File: src/rtl/tlc_pkg.sv
// rtl/tlc_pkg.sv - shared types and default timing for the traffic light controller
package tlc_pkg;

  localparam int NUM_SIDES = 4;
  localparam int DEFAULT_GREEN_CYCLES = 20;
  localparam int DEFAULT_ORANGE_CYCLES = 5;

  typedef enum logic [1:0] {
    IDLE   = 2'd0,
    GREEN  = 2'd1,
    ORANGE = 2'd2
  } phase_t;

  typedef logic [1:0] side_t;

endpackage

File: src/rtl/traffic_light_controller_if.sv
// rtl/traffic_light_controller_if.sv - sensor and lamp bundle between junction and controller
interface traffic_light_controller_if;
  import tlc_pkg::*;

  logic [NUM_SIDES-1:0] t;
  logic [NUM_SIDES-1:0] R;
  logic [NUM_SIDES-1:0] G;
  logic [NUM_SIDES-1:0] O;

  modport master (output t, input R, input G, input O);
  modport slave  (input t, output R, output G, output O);

endinterface

File: src/rtl/traffic_light_controller_rr_pick.sv
// rtl/traffic_light_controller_rr_pick.sv - round-robin side selection after a base side
module rr_pick
  import tlc_pkg::*;
(
  input  logic [NUM_SIDES-1:0] req,
  input  side_t                base,
  output side_t                pick,
  output logic                 pick_valid
);

  // Scan base+3 down to base+1 so the nearest following side wins; fall back to base itself
  always_comb begin
    pick       = base;
    pick_valid = 1'b0;
    for (int k = 3; k >= 1; k--) begin
      if (req[base + 2'(k)]) begin
        pick       = base + 2'(k);
        pick_valid = 1'b1;
      end
    end
    if (!pick_valid && req[base]) begin
      pick       = base;
      pick_valid = 1'b1;
    end
  end

endmodule

File: src/rtl/traffic_light_controller.sv
// rtl/traffic_light_controller.sv - four-way junction phase FSM, timer and lamp decode
module traffic_light_controller
  import tlc_pkg::*;
#(
  parameter int GREEN_CYCLES  = DEFAULT_GREEN_CYCLES,
  parameter int ORANGE_CYCLES = DEFAULT_ORANGE_CYCLES
) (
  input  logic                      clkdiv,
  input  logic                      rst_n,
  traffic_light_controller_if.slave bus
);

  localparam logic [7:0] GREEN_LAST  = 8'(GREEN_CYCLES - 1);
  localparam logic [7:0] ORANGE_LAST = 8'(ORANGE_CYCLES - 1);

  phase_t     phase_q, phase_d;
  side_t      side_q, side_d;
  side_t      next_q, next_d;
  logic       next_valid_q, next_valid_d;
  logic [7:0] count_q, count_d;

  side_t      rr_base;
  side_t      rr_side;
  logic       rr_valid;
  logic [3:0] side_onehot;

  // From IDLE the search must begin at side 0, hence base 3
  assign rr_base = (phase_q == IDLE) ? 2'd3 : side_q;

  rr_pick u_rr_pick (
    .req        (bus.t),
    .base       (rr_base),
    .pick       (rr_side),
    .pick_valid (rr_valid)
  );

  // Register all controller state; reset wins over every phase
  always_ff @(posedge clkdiv) begin
    if (!rst_n) begin
      phase_q      <= IDLE;
      side_q       <= 2'd0;
      next_q       <= 2'd0;
      next_valid_q <= 1'b0;
      count_q      <= 8'd0;
    end else begin
      phase_q      <= phase_d;
      side_q       <= side_d;
      next_q       <= next_d;
      next_valid_q <= next_valid_d;
      count_q      <= count_d;
    end
  end

  // Phase transitions; sensors only matter at phase-end edges or when idle
  always_comb begin
    phase_d      = phase_q;
    side_d       = side_q;
    next_d       = next_q;
    next_valid_d = next_valid_q;
    count_d      = count_q;
    case (phase_q)
      IDLE: begin
        if (rr_valid) begin
          side_d  = rr_side;
          phase_d = GREEN;
          count_d = 8'd0;
        end
      end
      GREEN: begin
        count_d = count_q + 8'd1;
        if (count_q == GREEN_LAST) begin
          count_d = 8'd0;
          if (rr_valid && rr_side == side_q) begin
            phase_d = GREEN;
          end else begin
            phase_d      = ORANGE;
            next_d       = rr_side;
            next_valid_d = rr_valid;
          end
        end
      end
      ORANGE: begin
        count_d = count_q + 8'd1;
        if (count_q == ORANGE_LAST) begin
          count_d = 8'd0;
          if (next_valid_q) begin
            side_d       = next_q;
            phase_d      = GREEN;
            next_valid_d = 1'b0;
          end else begin
            phase_d = IDLE;
          end
        end
      end
      default: begin
        phase_d = IDLE;
        count_d = 8'd0;
      end
    endcase
  end

  assign side_onehot = 4'd1 << side_q;

  // Moore lamp decode: exactly one lamp per approach
  always_comb begin
    bus.G = 4'd0;
    bus.O = 4'd0;
    if (phase_q == GREEN)  bus.G = side_onehot;
    if (phase_q == ORANGE) bus.O = side_onehot;
    bus.R = ~(bus.G | bus.O);
  end

endmodule

File: src/flat_wrapper.sv
// flat-port wrapper written by rule: the top's interface ports become plain ports
module traffic_light_controller_flat import tlc_pkg::*;
#(
  parameter int GREEN_CYCLES  = DEFAULT_GREEN_CYCLES,
  parameter int ORANGE_CYCLES = DEFAULT_ORANGE_CYCLES
)
  (clkdiv, rst_n, bus_t, bus_R, bus_G, bus_O);
  traffic_light_controller_if bus_i ();
  input  logic clkdiv;
  input  logic rst_n;
  input wire logic [$bits(bus_i.t)-1:0] bus_t;
  output wire logic [$bits(bus_i.R)-1:0] bus_R;
  output wire logic [$bits(bus_i.G)-1:0] bus_G;
  output wire logic [$bits(bus_i.O)-1:0] bus_O;
  assign bus_i.t = bus_t;
  assign bus_R = bus_i.R;
  assign bus_G = bus_i.G;
  assign bus_O = bus_i.O;
  traffic_light_controller #(.GREEN_CYCLES(GREEN_CYCLES), .ORANGE_CYCLES(ORANGE_CYCLES)) u_core (.clkdiv(clkdiv), .rst_n(rst_n), .bus(bus_i));
endmodule
File: config.mk
export PLATFORM = sky130hd
export DESIGN_NAME = traffic_light_controller_flat
export DESIGN_NICKNAME = d
export VERILOG_FILES = /design/src/rtl/tlc_pkg.sv /design/src/rtl/traffic_light_controller_if.sv /design/src/rtl/traffic_light_controller_rr_pick.sv /design/src/rtl/traffic_light_controller.sv /design/src/flat_wrapper.sv
export SDC_FILE = /design/constraint.sdc
export NUM_CORES = 1
export LEC_CHECK = 0
export BUFFER_PORTS_ARGS = -buffer_cell sky130_fd_sc_hd__buf_4
export CAP_MARGIN = 20
export CORE_MARGIN = 8
export CORE_UTILIZATION = 45
export DETAILED_ROUTE_END_ITERATION = 16
export PLACE_DENSITY = 0.66
export SYNTH_ARGS = -nofsm -noshare
export SYNTH_HDL_FRONTEND = slang
export SYNTH_SLANG_ARGS = --single-unit
File: constraint.sdc
create_clock -name clkdiv -period 2.5 [get_ports clkdiv]
set_input_delay 0.125 -clock clkdiv [delete_from_list [all_inputs] [get_ports clkdiv]]
set_output_delay 0.125 -clock clkdiv [all_outputs]
set_load 0.1 [all_outputs]
Word-level counts from Yosys, hierarchy flattened
Index checks and enable logic that the tools add are counted.

Logic and storage cells: 74. Bits in registers: 15. Output and inout port bits: 12.

Bitwise logic cells: 3. Equality and inequality tests: 10. $lt $le $gt $ge: 4. Shifts and indexed selects: 1. Mux-type cells: 37. $add $sub $neg: 4. Reductions and logical operators: 10.

Operator list (count): two-way mux 2 bit (12); two-way mux 8 bit (3); one-hot mux 8 bit (3 select lines) (1); less-than comparator 2 x 3 -> 1 bit, second input constant (4); two-way mux 1 bit (12); adder 8 x 1 -> 8 bit, second input constant (1); binary-select mux 1 bit (select 2 bit) (4); equality test 8 x 3 -> 1 bit, second input constant (1); equality test 8 x 5 -> 1 bit, second input constant (1); two-way mux 4 bit (2); != test 2 x 1 -> 1 bit, second input constant (4); AND reduction 4 bit (2); one-hot mux 2 bit (3 select lines) (1); AND reduction 3 bit (2); adder 2 bit, second input constant (2); NOT 4 bit (1); bitwise OR 4 bit (1); one-hot mux 2 bit (2 select lines) (1); nonzero test 2 bit (2); << shifter 1 x 2 -> 4 bit, first input constant (1); adder 2 x 1 -> 2 bit, second input constant (1); equality test 2 x 1 -> 1 bit, second input constant (1); equality test 2 bit (1); equality test 2 bit, second input constant (1); other kinds (6) (7).

Logic depth before layout (Yosys ltp)
Gate-level depths: netlist of the first run.

Depth after elaboration: 16. Mapped depth: 9.

Cells and area by module
From an unflattened synthesis of the first run, not the netlist that was laid out.

Cells, all modules: 143. Area total of the unflattened synthesis: 1107.3 um^2.

By module, submodules not included: traffic_light_controller (times used 1, cells an instance 129, area each 1024.7 um^2); rr_pick (times used 1, cells an instance 14, area each 82.6 um^2).

Least setup slack after synthesis of the first run
Ideal clock, no wire load.

Path kind: reg-to-output. Start point: reg u_core.phase_q[0]. End point: out bus_R[0]. Data required time: 2.375 ns. Path slack: -2.120 ns. Buffers on the path: 1. Data arrival time: 4.495 ns. Stages on the path, launching flop included: 6. Path through: dfxtp_1 inv_1 ha_1 clkbuf_1 nor3b_1 nor2_1.

Cells in the longest elaborated chain, start to end: 4.

RTL lines: start, declared (line traffic_light_controller.sv:16) `phase_t phase_q, phase_d;`; start signal, assigned (line traffic_light_controller.sv:46) `phase_q <= phase_d;`; equality test 2 bit (line traffic_light_controller.sv:109) `if (phase_q == ORANGE) bus.O = side_onehot;`; two-way mux 4 bit (line traffic_light_controller.sv:109); net bus_O[0] (line flat_wrapper.sv:14) `output wire logic [$bits(bus_i.O)-1:0] bus_O;`; bitwise OR 4 bit (line traffic_light_controller.sv:110) `bus.R = ~(bus.G | bus.O);`; NOT 4 bit (line traffic_light_controller.sv:110); end, declared (line flat_wrapper.sv:12) `output wire logic [$bits(bus_i.R)-1:0] bus_R;`.

The timed path passes the listed nets, and every way through them passes these cells.

Worst setup path in the final report of the first run
Start point: reg u_core.phase_q[0]. End point: reg u_core.next_valid_q.

Cells in the longest elaborated chain, start to end: 15.

RTL lines: zero test 2 bit (line traffic_light_controller.sv:28) `assign rr_base = (phase_q == IDLE) ? 2'd3 : side_q;`; two-way mux 2 bit (line traffic_light_controller.sv:28); adder 2 bit (line traffic_light_controller_rr_pick.sv:16, traffic_light_controller_rr_pick.sv:17); binary-select mux 1 bit (select 2 bit) (line traffic_light_controller_rr_pick.sv:16) `if (req[base + 2'(k)]) begin`; two-way mux 1 bit (not written as such) (line traffic_light_controller_rr_pick.sv:16); two-way mux 1 bit (3 in a row) (line traffic_light_controller_rr_pick.sv:16); zero test 1 bit (line traffic_light_controller_rr_pick.sv:21) `if (!pick_valid && req[base]) begin`; logical AND 1 bit (line traffic_light_controller_rr_pick.sv:21); two-way mux 2 bit (line traffic_light_controller_rr_pick.sv:21); equality test 2 bit (line traffic_light_controller.sv:73) `if (rr_valid && rr_side == side_q) begin`; logical AND 1 bit (line traffic_light_controller.sv:73); != test 2 bit (no source line); AND reduction 4 bit (no source line); end signal, assigned (line traffic_light_controller.sv:49) `next_valid_q <= next_valid_d;`; end, declared (line traffic_light_controller.sv:19) `logic next_valid_q, next_valid_d;`.

Parallel ways exist; a longest one is shown, timed or not. The select of a mux whose other input is x is not followed. A chain may end at the register's enable or synchronous reset.

==> reports/qor.log, run 1 <==
INFO  status         outcome=finished, final reports clean
INFO  setup_path     dominant_delay_contributor_by_cell_family_on_the_critical_path=compound AO/OA/AOI/OAI gates
INFO  placed_design  final_gp_congestion=0.828
INFO  floorplanning  die_h=67.8µm
INFO  timing         final_period_minus_worst_setup_slack=2.35ns
INFO  synth          netlist.area_leader.share=24.8%
INFO  timing         rsz0062_at_grt=false
INFO  layout         mostFrequentLayoutCell=sky130_fd_sc_hd__buf_4
INFO  route          routedLengthMet1=1.41mm
INFO  power_and_ir_drop power.leakage=0.568nW
INFO  power_and_ir_drop proportion_of_power_drawn_by_flip_flops_and_latches=21.4%
INFO  timing         fin_skew=0.00674ns
INFO  power_and_ir_drop ir_worst_vdd=760µV
INFO  route          overall_via_count_from_detail_route=1165
INFO  global_routing grt_pass1_wl=4.95mm
INFO  synth          dominantRegCellSynth=sky130_fd_sc_hd__dfxtp_1
INFO  layout         layout.area.seq=300µm²
INFO  min_path       hold_path.class=input pin to register
INFO  layout         most-common-layout-cells=sky130_fd_sc_hd__buf_4, sky130_fd_sc_hd__nor2_1, sky130_fd_sc_hd__dfxtp_1
INFO  power_and_ir_drop cellPowerDensity=1070nW/µm²
INFO  layout         drive_gt1_share=27.1%
INFO  timing         drv_slew=0
INFO  global_routing number_of_global_route_vias_before_repair=1062
INFO  floorplanning  floorplan.rows=18
INFO  synth          synth-seq-cells=15
INFO  clock_network  htreeDepth=1
INFO  synth          seq_area_frac_synth=24.8%
INFO  power_and_ir_drop combPwrFrac=69.6%
INFO  setup_path     cp-end-kind=register
INFO  setup_path     worst_endpoint_data_arrival_time=2.57ns
INFO  synth          synth_cell_type_count=49
INFO  power_and_ir_drop total_switching_power=0.000877W
INFO  route          met3_length=169µm
INFO  layout         postLayoutCoreUtil=57.7%
INFO  timing         max_freq=0.426GHz
INFO  route          ant_nets=0
INFO  floorplanning  initial_core_util=47.9%
INFO  route          drt-initial-drc-count=71
INFO  timing         slew-limit-headroom=67.0%
INFO  synth          synth.largest_area_cell=sky130_fd_sc_hd__dfxtp_1
INFO  synth          post_synth_inst_count=159
INFO  route          wl_met2=1.32mm
INFO  synth          synth_area_per_cell=7.60µm²
INFO  timing         final.period_utilization=94.0%
INFO  clock_network  clockBufferDepth=2
INFO  route          vias_per_cell=5.63
INFO  setup_path     crit_chain=inv_1 > ha_1 > nor2b_1 > a311oi_2 > a22oi_1 > a311o_1 > a311oi_2 > mux2i_1
INFO  setup_path     max_stage_delay_on_crit_path=0.39ns
INFO  floorplanning  die_width=67.8µm
INFO  floorplanning  core-area=2520µm²
INFO  global_routing grt_antenna_before_repair=0
INFO  synth          netlist_area=1210µm²
INFO  setup_path     startpoint_type=register
INFO  layout         flow.area_growth_from_synthesis=20.5%
INFO  layout         num-fill-cells=247
INFO  global_routing grt.total_usage=13.5%
INFO  synth          synth_enable_flop_cells=0
INFO  layout         antenna_cells_inserted=0
INFO  setup_path     cell_seen_most_often_among_critical_path_stages=sky130_fd_sc_hd__a311oi_2
INFO  route          routed.top_layer=met4
INFO  placed_design  dp_hpwl=2.32mm
INFO  clock_network  cts.hold.buffers_added=0
INFO  synth          synthesis.yosys.warnings=0
INFO  clock_network  clkSlewWorstSetupHoldPaths=0.10ns
INFO  clock_network  cts_root_buf=sky130_fd_sc_hd__clkbuf_4
INFO  setup_path     wp_data_required=2.72ns
INFO  layout         area_taken_by_multi_input_logic_gates=892µm²
INFO  clock_network  cts-buffers-inserted=3
INFO  synth          asr_flop_ratio_synth=0%
INFO  clock_network  cts_post_setup_buffers_inserted=0
INFO  layout         final_cells=207
INFO  route          routed_wire_length=2.94mm
INFO  timing         worst-slew-pin-transition=0.494ns
INFO  flow_run       max_cap_viols=0
INFO  floorplanning  floorplan.die_area=4600µm²
INFO  setup_path     maximum_fanout_along_the_worst_path=11
INFO  global_routing grt_max_degree=14
INFO  global_routing globalRoute.totalOverflow=0
INFO  route          dr.pass1.iters=4
INFO  placed_design  placed_cells=203
INFO  setup_path     crit_path_top_delay_cell=sky130_fd_sc_hd__dfxtp_1
INFO  power_and_ir_drop clock_power_share=9.0%
INFO  synth          yosys-top-cells-area=sky130_fd_sc_hd__dfxtp_1, sky130_fd_sc_hd__nor2_1, sky130_fd_sc_hd__ha_1, sky130_fd_sc_hd__nand2_1, sky130_fd_sc_hd__a21oi_1
INFO  clock_network  insertion_delay=0.28ns
INFO  setup_path     critPathKind=register to register
INFO  route          route.detailed.wl_per_inst=14.2µm
INFO  timing         hold_viol=0
INFO  power_and_ir_drop power_report.internal_total=0.000682W
INFO  synth          syn-num-nets=171
INFO  floorplanning  boundaryPins=18
INFO  clock_network  tritoncts_clock_tree=yes
INFO  power_and_ir_drop net_switching_share_of_the_total_power=56.3%
INFO  clock_network  tritoncts_num_sinks=15
INFO  timing         setup_violations=0
INFO  route          drc=0
INFO  setup_path     crit_buf_inv=1
INFO  layout         finish.net_count=190
INFO  clock_network  post_cts.resized_instances=0
INFO  placed_design  port-buffer-count=17
[power by group through the flow]
stage	Combinational, W	Sequential (W)	Clock, W
final	0.00109	0.000334	0.000140
after global routing	0.00117	0.000342	0.000160
after CTS	0.00108	0.000334	0.000145
after detailed placement	0.00108	0.000339	0
after global placement	0.00107	0.000334	0
after floorplan	0.000905	0.000296	0
[sequential cells by signal (all words and copies together), names as in the netlist]
signal and cells:
u_core.next_valid_q 1, u_core.count_q 8, u_core.side_q 2, u_core.phase_q 2
u_core.next_q 2
[synth_stat cells, types with 2 or more instances]
master and count:
sky130_fd_sc_hd__buf_2 3, sky130_fd_sc_hd__a31oi_1 2, sky130_fd_sc_hd__inv_1 10, sky130_fd_sc_hd__nor2_1 22, sky130_fd_sc_hd__mux2i_1 4, sky130_fd_sc_hd__nand2_1 13, sky130_fd_sc_hd__and3_1 3, sky130_fd_sc_hd__a211oi_1 2
sky130_fd_sc_hd__nand4_1 2, sky130_fd_sc_hd__xor2_1 5, sky130_fd_sc_hd__clkbuf_1 2, sky130_fd_sc_hd__nand3_1 6, sky130_fd_sc_hd__nand2b_1 3, sky130_fd_sc_hd__o21ai_0 8, sky130_fd_sc_hd__xnor2_1 4, sky130_fd_sc_hd__nor3b_1 3
sky130_fd_sc_hd__nor2b_1 3, sky130_fd_sc_hd__dfxtp_1 15, sky130_fd_sc_hd__a21oi_1 9, sky130_fd_sc_hd__a311oi_2 2, sky130_fd_sc_hd__nor2_2 2, sky130_fd_sc_hd__ha_1 6, sky130_fd_sc_hd__nor3_1 4
[final timing paths]
kind	startpoint	to	slack (ns)	cells past startpoint
worst max register to register	u_core.phase_q[0]	u_core.next_valid_q	0.15	8
worst min-delay path	rst_n	u_core.side_q[0]	0.13	3
worst min register to register	u_core.next_q[0]	u_core.next_q[0]	0.47	2
worst max-delay path	u_core.phase_q[0]	u_core.next_valid_q	0.15	8
[stage by stage]
step | hold WS, ns | total power, W | instance area, µm² | setup WS [ns] | TNS (ns)
2_1_floorplan | 0.263 | 0.00120 | 1270 | -0.0258 | -0.0515
3_3_place_gp | 0.428 | 0.00140 | 1430 | 0.274 | 0
3_5_place_dp | 0.437 | 0.00142 | 1430 | 0.184 | 0
4_1_cts | 0.120 | 0.00156 | 1460 | 0.152 | 0
5_1_grt | 0.141 | 0.00167 | 1460 | 0.0204 | 0
6_report | 0.132 | 0.00156 | 1460 | 0.151 | 0
[final cells by class]
| cell class | count | share of cell area [%] |
|---|---|---|
| Clock buffer | 3 | 1.55 |
| Clock inverter | 1 | 0.344 |
| Multi-Input combinational cell | 126 | 61.3 |
| Sequential cell | 15 | 20.6 |
| Inverter | 11 | 2.84 |
| Timing Repair Buffer | 21 | 10.8 |
| Tap cell | 30 | 2.58 |
[worst min-delay path, delay by kind of cell]
kind / cells / cell delay [ns]
buffers and inverters: 1 / 0.15
AOI/OAI and AO/OA: 2 / 0.11
[cells by family after synthesis]
group	count (synthesis)	synth area share, %
adders and majority gates	6	6.21
AOI/OAI and AO/OA	37	22.9
DFF	15	24.8
xor gates and xnor gates	9	6.52
muxes	5	4.24
buffers and inverters	18	6.31
and+or+nand+nor	69	29.0
[metal layers]
layer  GRT usage (%)  vias to the layer above
met5               0                        -
met4            2.30                        0
met3            4.25                        4
met2            21.3                       27
met1            18.0                      532
li1                -                      602
Power figures use the tool's default switching activity.
==> run 2, diff against run 1 <==
==> constraint.sdc (replaced) <==
create_clock -name clkdiv -period 2.95 [get_ports clkdiv]
set_input_delay 0.1475 -clock clkdiv [delete_from_list [all_inputs] [get_ports clkdiv]]
set_output_delay 0.1475 -clock clkdiv [all_outputs]
set_load 0.1 [all_outputs]
==> reports/qor.log, run 2 (same netlist as run 1, synthesis figures left out) <==
INFO  setup_path     worst-path-stages=8 [unchanged]
INFO  clock_network  cts_root_buf=sky130_fd_sc_hd__clkbuf_4 [unchanged]
INFO  setup_path     cp-end-kind=register [unchanged]
INFO  power_and_ir_drop ir_worst_vdd=721µV [was 760 µV]
INFO  setup_path     crit_path_top_delay_cell=sky130_fd_sc_hd__a311o_1 [was sky130_fd_sc_hd__dfxtp_1]
INFO  layout         most-common-layout-cells=sky130_fd_sc_hd__nor2_1, sky130_fd_sc_hd__buf_4, sky130_fd_sc_hd__dfxtp_1 [was sky130_fd_sc_hd__buf_4, sky130_fd_sc_hd__nor2_1, sky130_fd_sc_hd__dfxtp_1]
INFO  status         outcome=finished, final reports clean [unchanged]
INFO  setup_path     worst_r2r_path_depth=8 [unchanged]
INFO  clock_network  post_cts.resized_instances=0 [unchanged]
INFO  layout         largest_register_ff_count=8 [unchanged]
INFO  global_routing grt.total_usage=13.1% [was 13.5%]
INFO  layout         finish.net_count=187 [was 190]
INFO  setup_path     critPathKind=register to register [unchanged]
INFO  timing         fin_skew=0.00404ns [was 0.00674 ns]
INFO  setup_path     worst_endpoint_data_arrival_time=2.71ns [was 2.57 ns]
INFO  setup_path     crit_buf_inv=1 [unchanged]
INFO  setup_path     wp_data_required=3.17ns [was 2.72 ns]
INFO  timing         timing.setup.tns=0ns [unchanged]
INFO  placed_design  port-buffer-count=17 [unchanged]
INFO  route          drt-initial-drc-count=33 [was 71]
INFO  global_routing globalRoute.totalOverflow=0 [unchanged]
INFO  route          overall_via_count_from_detail_route=1155 [was 1165]
INFO  min_path       min_delay_path_depth=3 [unchanged]
INFO  timing         final.period_utilization=84.2% [was 94.0%]
INFO  layout         postLayoutCoreUtil=55.2% [was 57.7%]
INFO  floorplanning  boundaryPins=18 [unchanged]
INFO  min_path       hold_path.class=input pin to register [unchanged]
INFO  timing         drv_slew=0 [unchanged]
INFO  power_and_ir_drop power.leakage=0.546nW [was 0.568 nW]
INFO  setup_path     startpoint_type=register [unchanged]
INFO  clock_network  clkSlewWorstSetupHoldPaths=0.08ns [was 0.10 ns]
INFO  route          dr.pass1.iters=4 [unchanged]
INFO  timing         setup_violations=0 [unchanged]
INFO  power_and_ir_drop cellPowerDensity=895nW/µm² [was 1070 nW/µm²]
INFO  route          ant_nets=0 [unchanged]
INFO  route          routed_wire_length=2.74mm [was 2.94 mm]
INFO  clock_network  tritoncts_num_sinks=15 [unchanged]
INFO  floorplanning  floorplan.rows=18 [unchanged]
INFO  floorplanning  initial_core_util=47.9% [unchanged]
INFO  floorplanning  die_width=67.8µm [unchanged]
INFO  route          vias_per_cell=5.66 [was 5.63]
INFO  floorplanning  core-area=2520µm² [unchanged]
INFO  timing         rsz0062_at_grt=false [unchanged]
INFO  clock_network  tritoncts_clock_tree=yes [unchanged]
INFO  clock_network  cts.hold.buffers_added=0 [unchanged]
INFO  placed_design  final_gp_congestion=0.875 [was 0.828]
INFO  global_routing grt_antenna_before_repair=0 [unchanged]
INFO  timing         final_period_minus_worst_setup_slack=2.48ns [was 2.35 ns]
INFO  layout         biggest_register=u_core.count_q [unchanged]
INFO  clock_network  cts_post_setup_buffers_inserted=0 [unchanged]
INFO  clock_network  clockBufferDepth=2 [unchanged]
INFO  flow_run       max_cap_viols=0 [unchanged]
INFO  floorplanning  die_h=67.8µm [unchanged]
INFO  clock_network  cts-buffers-inserted=3 [unchanged]
INFO  setup_path     max_stage_delay_on_crit_path=0.41ns [was 0.39 ns]
INFO  setup_path     cell_seen_most_often_among_critical_path_stages=sky130_fd_sc_hd__a311oi_2 [unchanged]
INFO  setup_path     timing.reg2reg.setup_slack=0.47ns [was 0.15 ns]
INFO  layout         flow.area_growth_from_synthesis=15.2% [was 20.5%]
INFO  global_routing grt_max_degree=19 [was 14]
INFO  timing         slew-limit-headroom=59.2% [was 67.0%]
INFO  clock_network  insertion_delay=0.29ns [was 0.28 ns]
INFO  layout         mostFrequentLayoutCell=sky130_fd_sc_hd__nor2_1 [was sky130_fd_sc_hd__buf_4]
INFO  placed_design  dp_hpwl=2.17mm [was 2.32 mm]
INFO  setup_path     dominant_delay_contributor_by_cell_family_on_the_critical_path=compound AO/OA/AOI/OAI gates [unchanged]
INFO  timing         worst_hold_slack=0.152ns [was 0.132 ns]
INFO  setup_path     crit_chain=inv_1 > ha_1 > nor2b_1 > a311oi_2 > a22oi_1 > a311o_1 > a311oi_2 > mux2i_1 [unchanged]
INFO  global_routing number_of_global_route_vias_before_repair=1066 [was 1062]
INFO  route          route.detailed.wl_per_inst=13.4µm [was 14.2 µm]
INFO  layout         antenna_cells_inserted=0 [unchanged]
INFO  floorplanning  floorplan.die_area=4600µm² [unchanged]
INFO  timing         hold_viol=0 [unchanged]
INFO  route          drc=0 [unchanged]
INFO  clock_network  htreeDepth=1 [unchanged]
INFO  timing         max_freq=0.402GHz [was 0.426 GHz]
INFO  timing         worst-slew-pin-transition=0.612ns [was 0.494 ns]
INFO  layout         drive_gt1_share=21.8% [was 27.1%]
INFO  setup_path     maximum_fanout_along_the_worst_path=15 [was 11]
INFO  global_routing grt_pass1_wl=4.83mm [was 4.95 mm]
## run 2: cell count changes in the layout (fill, tap and decap cells not counted), sizes merged
| cell | previous run | this run |
|---|---|---|
| clkinv | 1 | 0 |
| buf | 21 | 18 |
| clkbuf | 3 | 4 |
## run 2: power by group
part	internal, W	switching, W	total [W]
Sequential	0.000232	0.0000633	0.000295
Combinational	0.000262	0.000573	0.000835
Clock	0.0000526	0.0000636	0.000116
## run 2: per-stage QoR
stage | total power, W | area [µm²] | worst slack, ns | cells
global placement | 0.00112 | 1370 | 0.564 | 200
finish | 0.00125 | 1390 | 0.465 | 204
detailed placement | 0.00113 | 1370 | 0.499 | 200
global route | 0.00134 | 1390 | 0.286 | 204
floorplan | 0.000982 | 1230 | -0.389 | 159
CTS | 0.00125 | 1390 | 0.468 | 204
## run 2: final timing paths
check / from / end
setup / recovery: u_core.phase_q[0] / u_core.next_valid_q
hold / removal: rst_n / u_core.phase_q[0]
setup reg to reg: u_core.phase_q[0] / u_core.next_valid_q
hold reg to reg: u_core.next_q[0] / u_core.next_q[0]
## run 2: layout make-up
type,count,area [µm²]
Fill cell,258,1130
Timing Repair Buffer,18,135
Sequential cell,15,300
Inverter,11,41.3
Tap cell,30,37.5
Clock buffer,4,26.3
Multi-Input combinational cell,126,852
## run 2: tightest hold or removal path, cell delays in order
cell	delay, ns
sky130_fd_sc_hd__buf_4	0.14
sky130_fd_sc_hd__o21ai_0	0.07
sky130_fd_sc_hd__a21oi_1	0.04
## run 2: routing by layer
layer / routed length [µm] / GRT usage, % / vias up
met2: 1360 / 21.8 / 15
met5: 0 / 0 / -
met4: 19 / 1.53 / 0
met1: 1280 / 16.8 / 550
met3: 76 / 3.92 / 2
li1: - / - / 588
==> run 3, diff against run 2 <==
--- a/config.mk
+++ b/config.mk
@@ -5,6 +5,7 @@
 export SDC_FILE = /design/constraint.sdc
 export NUM_CORES = 1
 export LEC_CHECK = 0
+export ABC_AREA = 1
 export BUFFER_PORTS_ARGS = -buffer_cell sky130_fd_sc_hd__buf_4
 export CAP_MARGIN = 20
 export CORE_MARGIN = 8
==> constraint.sdc (replaced) <==
create_clock -name clkdiv -period 2.3 [get_ports clkdiv]
set_input_delay 0.115 -clock clkdiv [delete_from_list [all_inputs] [get_ports clkdiv]]
set_output_delay 0.115 -clock clkdiv [all_outputs]
set_load 0.1 [all_outputs]
==> reports/qor.log, run 3 <==
INFO  setup_path     cell_seen_most_often_among_critical_path_stages=sky130_fd_sc_hd__nand2_1 [was sky130_fd_sc_hd__a311oi_2]
INFO  route          ant_nets=0 [unchanged]
INFO  synth          synthesis.yosys.warnings=0 [unchanged]
INFO  global_routing globalRoute.totalOverflow=0 [unchanged]
INFO  timing         worst_hold_slack=0.0976ns [was 0.152 ns]
INFO  setup_path     maximum_fanout_along_the_worst_path=9 [was 15]
INFO  setup_path     crit_path_top_delay_cell=sky130_fd_sc_hd__dfxtp_1 [was sky130_fd_sc_hd__a311o_1]
INFO  timing         setup_violations=0 [unchanged]
INFO  synth          netlist.area_leader.share=24.1% [was 24.8%]
INFO  power_and_ir_drop total_switching_power=0.00129W [was 0.000700 W]
INFO  synth          post_synth_inst_count=197 [was 159]
INFO  timing         slew-limit-headroom=69.1% [was 59.2%]
INFO  setup_path     wp_data_required=2.49ns [was 3.17 ns]
INFO  clock_network  clockBufferDepth=2 [unchanged]
INFO  power_and_ir_drop cellPowerDensity=1390nW/µm² [was 895 nW/µm²]
INFO  timing         worst-slew-pin-transition=0.460ns [was 0.612 ns]
INFO  floorplanning  initial_core_util=46.3% [was 47.9%]
INFO  clock_network  cts_root_buf=sky130_fd_sc_hd__clkbuf_4 [unchanged]
INFO  timing         rsz0062_at_grt=false [unchanged]
INFO  layout         mostFrequentLayoutCell=sky130_fd_sc_hd__nand2_1 [was sky130_fd_sc_hd__nor2_1]
INFO  route          vias_per_cell=5.15 [was 5.66]
INFO  power_and_ir_drop power.leakage=0.680nW [was 0.546 nW]
INFO  layout         num-fill-cells=255 [was 258]
INFO  status         outcome=finished, final reports clean [unchanged]
INFO  timing         fin_skew=0.00316ns [was 0.00404 ns]
INFO  layout         largest_register_ff_count=8 [unchanged]
INFO  floorplanning  floorplan.die_area=4700µm² [was 4600 µm²]
INFO  timing         drv_slew=0 [unchanged]
INFO  synth          synth-seq-cells=15 [unchanged]
INFO  synth          seq_area_frac_synth=24.1% [was 24.8%]
INFO  global_routing grt_pass1_wl=5.47mm [was 4.83 mm]
INFO  global_routing grt_antenna_before_repair=0 [unchanged]
INFO  power_and_ir_drop net_switching_share_of_the_total_power=59.9% [was 56.2%]
INFO  synth          syn-num-nets=209 [was 171]
INFO  clock_network  cts.hold.buffers_added=0 [unchanged]
INFO  clock_network  cts-buffers-inserted=3 [unchanged]
INFO  synth          synth_area_per_cell=6.31µm² [was 7.60 µm²]
INFO  floorplanning  boundaryPins=18 [unchanged]
INFO  layout         most-common-layout-cells=sky130_fd_sc_hd__nand2_1, sky130_fd_sc_hd__buf_4, sky130_fd_sc_hd__inv_1 [was sky130_fd_sc_hd__nor2_1, sky130_fd_sc_hd__buf_4, sky130_fd_sc_hd__dfxtp_1]
INFO  setup_path     cp-end-kind=register [unchanged]
INFO  setup_path     startpoint_type=register [unchanged]
INFO  floorplanning  die_h=68.6µm [was 67.8 µm]
INFO  synth          netlist_area=1240µm² [was 1210 µm²]
INFO  clock_network  tritoncts_clock_tree=yes [unchanged]
INFO  setup_path     crit_chain=inv_1 > ha_2 > nor2_4 > nand2_1 > nand2_1 > nand2_2 > nor2_2 > nand2_2 > nor2_4 > inv_6 > nand2_1 > inv_1 > a21oi_1 > nor3_2 [was inv_1 > ha_1 > nor2b_1 > a311oi_2 > a22oi_1 > a311o_1 > a311oi_2 > mux2i_1]
INFO  floorplanning  core-area=2690µm² [was 2520 µm²]
INFO  layout         antenna_cells_inserted=0 [unchanged]
INFO  global_routing number_of_global_route_vias_before_repair=1217 [was 1066]
INFO  synth          synth_enable_flop_cells=0 [unchanged]
INFO  clock_network  clkSlewWorstSetupHoldPaths=0.09ns [was 0.08 ns]
INFO  power_and_ir_drop combPwrFrac=76.4% [was 67.0%]
INFO  clock_network  insertion_delay=0.29ns [about the same]
INFO  route          dr.pass1.iters=4 [unchanged]
INFO  floorplanning  floorplan.rows=19 [was 18]
INFO  synth          netlist_top_cells_count=sky130_fd_sc_hd__nand2_1, sky130_fd_sc_hd__inv_1, sky130_fd_sc_hd__nor2_1, sky130_fd_sc_hd__a21oi_1, sky130_fd_sc_hd__dfxtp_1 [was sky130_fd_sc_hd__nor2_1, sky130_fd_sc_hd__dfxtp_1, sky130_fd_sc_hd__nand2_1, sky130_fd_sc_hd__inv_1, sky130_fd_sc_hd__a21oi_1]
INFO  route          drt-initial-drc-count=67 [was 33]
INFO  power_and_ir_drop p_total=0.00215W [was 0.00125 W]
INFO  power_and_ir_drop clock_power_share=7.2% [was 9.3%]
INFO  layout         finish.net_count=237 [was 187]
INFO  synth          synth_most_common_cell=sky130_fd_sc_hd__nand2_1 [was sky130_fd_sc_hd__nor2_1]
INFO  timing         final.period_utilization=92.1% [was 84.2%]
INFO  min_path       hold_path.class=input pin to register [unchanged]
INFO  floorplanning  die_width=68.6µm [was 67.8 µm]
INFO  global_routing grt_max_degree=10 [was 19]
INFO  power_and_ir_drop power_report.internal_total=0.000863W [was 0.000546 W]
INFO  placed_design  dp_worst_setup_slack=0.0958ns [was 0.499 ns]
INFO  timing         hold_viol=0 [unchanged]
INFO  synth          dominantRegCellSynth=sky130_fd_sc_hd__dfxtp_1 [unchanged]
INFO  setup_path     critPathKind=register to register [unchanged]
INFO  global_routing grt.total_usage=14.7% [was 13.1%]
INFO  timing         final_period_minus_worst_setup_slack=2.12ns [was 2.48 ns]
INFO  synth          synth.largest_area_cell=sky130_fd_sc_hd__dfxtp_1 [unchanged]
INFO  layout         flow.area_growth_from_synthesis=24.2% [was 15.2%]
INFO  clock_network  htreeDepth=1 [unchanged]
INFO  setup_path     max_stage_delay_on_crit_path=0.39ns [was 0.41 ns]
INFO  synth          synth_cell_type_count=26 [was 49]
INFO  placed_design  dp_hpwl=2.55mm [was 2.17 mm]
INFO  timing         max_freq=0.472GHz [was 0.402 GHz]
INFO  synth          yosys-top-cells-area=sky130_fd_sc_hd__dfxtp_1, sky130_fd_sc_hd__nand2_1, sky130_fd_sc_hd__a21oi_1, sky130_fd_sc_hd__inv_1, sky130_fd_sc_hd__nor2_1 [was sky130_fd_sc_hd__dfxtp_1, sky130_fd_sc_hd__nor2_1, sky130_fd_sc_hd__ha_1, sky130_fd_sc_hd__nand2_1, sky130_fd_sc_hd__a21oi_1]
INFO  layout         drive_gt1_share=29.5% [was 21.8%]
INFO  placed_design  final_gp_congestion=0.870 [was 0.875]
INFO  power_and_ir_drop proportion_of_power_drawn_by_flip_flops_and_latches=16.3% [was 23.7%]
INFO  route          overall_via_count_from_detail_route=1312 [was 1155]
INFO  power_and_ir_drop ir_worst_vdd=1090µV [was 721 µV]
INFO  setup_path     worst_endpoint_data_arrival_time=2.31ns [was 2.71 ns]
INFO  flow_run       max_cap_viols=0 [unchanged]
INFO  route          routed_wire_length=3.15mm [was 2.74 mm]
INFO  route          route.detailed.wl_per_inst=12.4µm [was 13.4 µm]
INFO  layout         biggest_register=u_core.count_q [unchanged]
INFO  route          drc=0 [unchanged]
INFO  placed_design  port-buffer-count=17 [unchanged]
INFO  synth          asr_flop_ratio_synth=0% [unchanged]
INFO  clock_network  tritoncts_num_sinks=15 [unchanged]
INFO  timing         layout_setup_ws=0.182ns [was 0.465 ns]
run 3: changes by cell type after synthesis, sizes merged, moves of 4 or more:
cell	change
mux2i	-4
and3	-4
xnor2	-4
xor2	-4
nor3	+10
inv	+16
nand3	+13
a21oi	+9
o21ai	-4
nand2	+45
run 3: through the flow:
step | util [%] | cells | setup TNS [ns] | area, µm²
4_1_cts | 56.8 | 253 | 0 | 1530
3_3_place_gp | 55.8 | 249 | 0 | 1500
3_5_place_dp | 55.8 | 249 | 0 | 1500
2_1_floorplan | - | 197 | -0.239 | 1310
5_1_grt | 57.5 | 255 | 0 | 1550
6_report | 57.5 | 255 | 0 | 1550
run 3: cells by family (layout without fill, tap and decap cells):
logic type,count (synthesis),in the layout,share of synthesized area (%)
AND/OR/NAND/NOR,122,122,48.1
buffers and inverters,28,55,9.66
AO/OA/AOI/OAI,25,25,11.4
flip-flops,15,15,24.1
adder cells (fa/ha/maj),6,6,6.04
XOR/XNOR,1,1,0.704
run 3: power by group through the flow:
| stage | Sequential [W] | Clock [W] | Combinational [W] |
|---|---|---|---|
| final | 0.000351 | 0.000155 | 0.00164 |
| after CTS | 0.000350 | 0.000161 | 0.00162 |
| after global routing | 0.000360 | 0.000176 | 0.00180 |
| after global placement | 0.000354 | 0 | 0.00160 |
| after detailed placement | 0.000355 | 0 | 0.00161 |
| after floorplan | 0.000339 | 0 | 0.00131 |
run 3: cell type report:
class / instances / area, µm² / share of cell area (%)
Inverter: 27 / 109 / 7.04
Clock inverter: 1 / 5.00 / 0.324
Clock buffer: 3 / 22.5 / 1.46
Timing Repair Buffer: 24 / 180 / 11.7
Tap cell: 31 / 38.8 / 2.51
Multi-Input combinational cell: 154 / 888 / 57.5
Sequential cell: 15 / 302 / 19.5
run 3: path summary, 6_finish.rpt:
kind                     startpoint           endpoint  slack [ns]  cells past startpoint
hold / removal                rst_n   u_core.side_q[1]         0.1                      3
setup reg to reg  u_core.phase_q[1]  u_core.count_q[6]        0.18                     14
hold reg to reg    u_core.next_q[0]   u_core.next_q[0]        0.48                      2
setup / recovery  u_core.phase_q[1]  u_core.count_q[6]        0.18                     14
run 3: critical path: cells and delay by family, from the launching register on:
family,cells,cell delay [ns]
buf+inv,3,0.22
flops,1,0.39
simple gates,9,1.02
compound gates,1,0.16
fa+ha+maj,1,0.23
run 3: layer usage:
metal / GRT usage, % / vias to the layer above / wire [µm]
met5: 0 / - / 0
met3: 4.20 / 2 / 136
met2: 23.0 / 25 / 1500
met1: 19.7 / 595 / 1500
met4: 2.56 / 0 / 12
li1: - / 690 / -
run 3: what timing repair did:
action,CTS,global route
setup endpoints to repair,0,11
resized for setup,0,2
buffers inserted,0,2
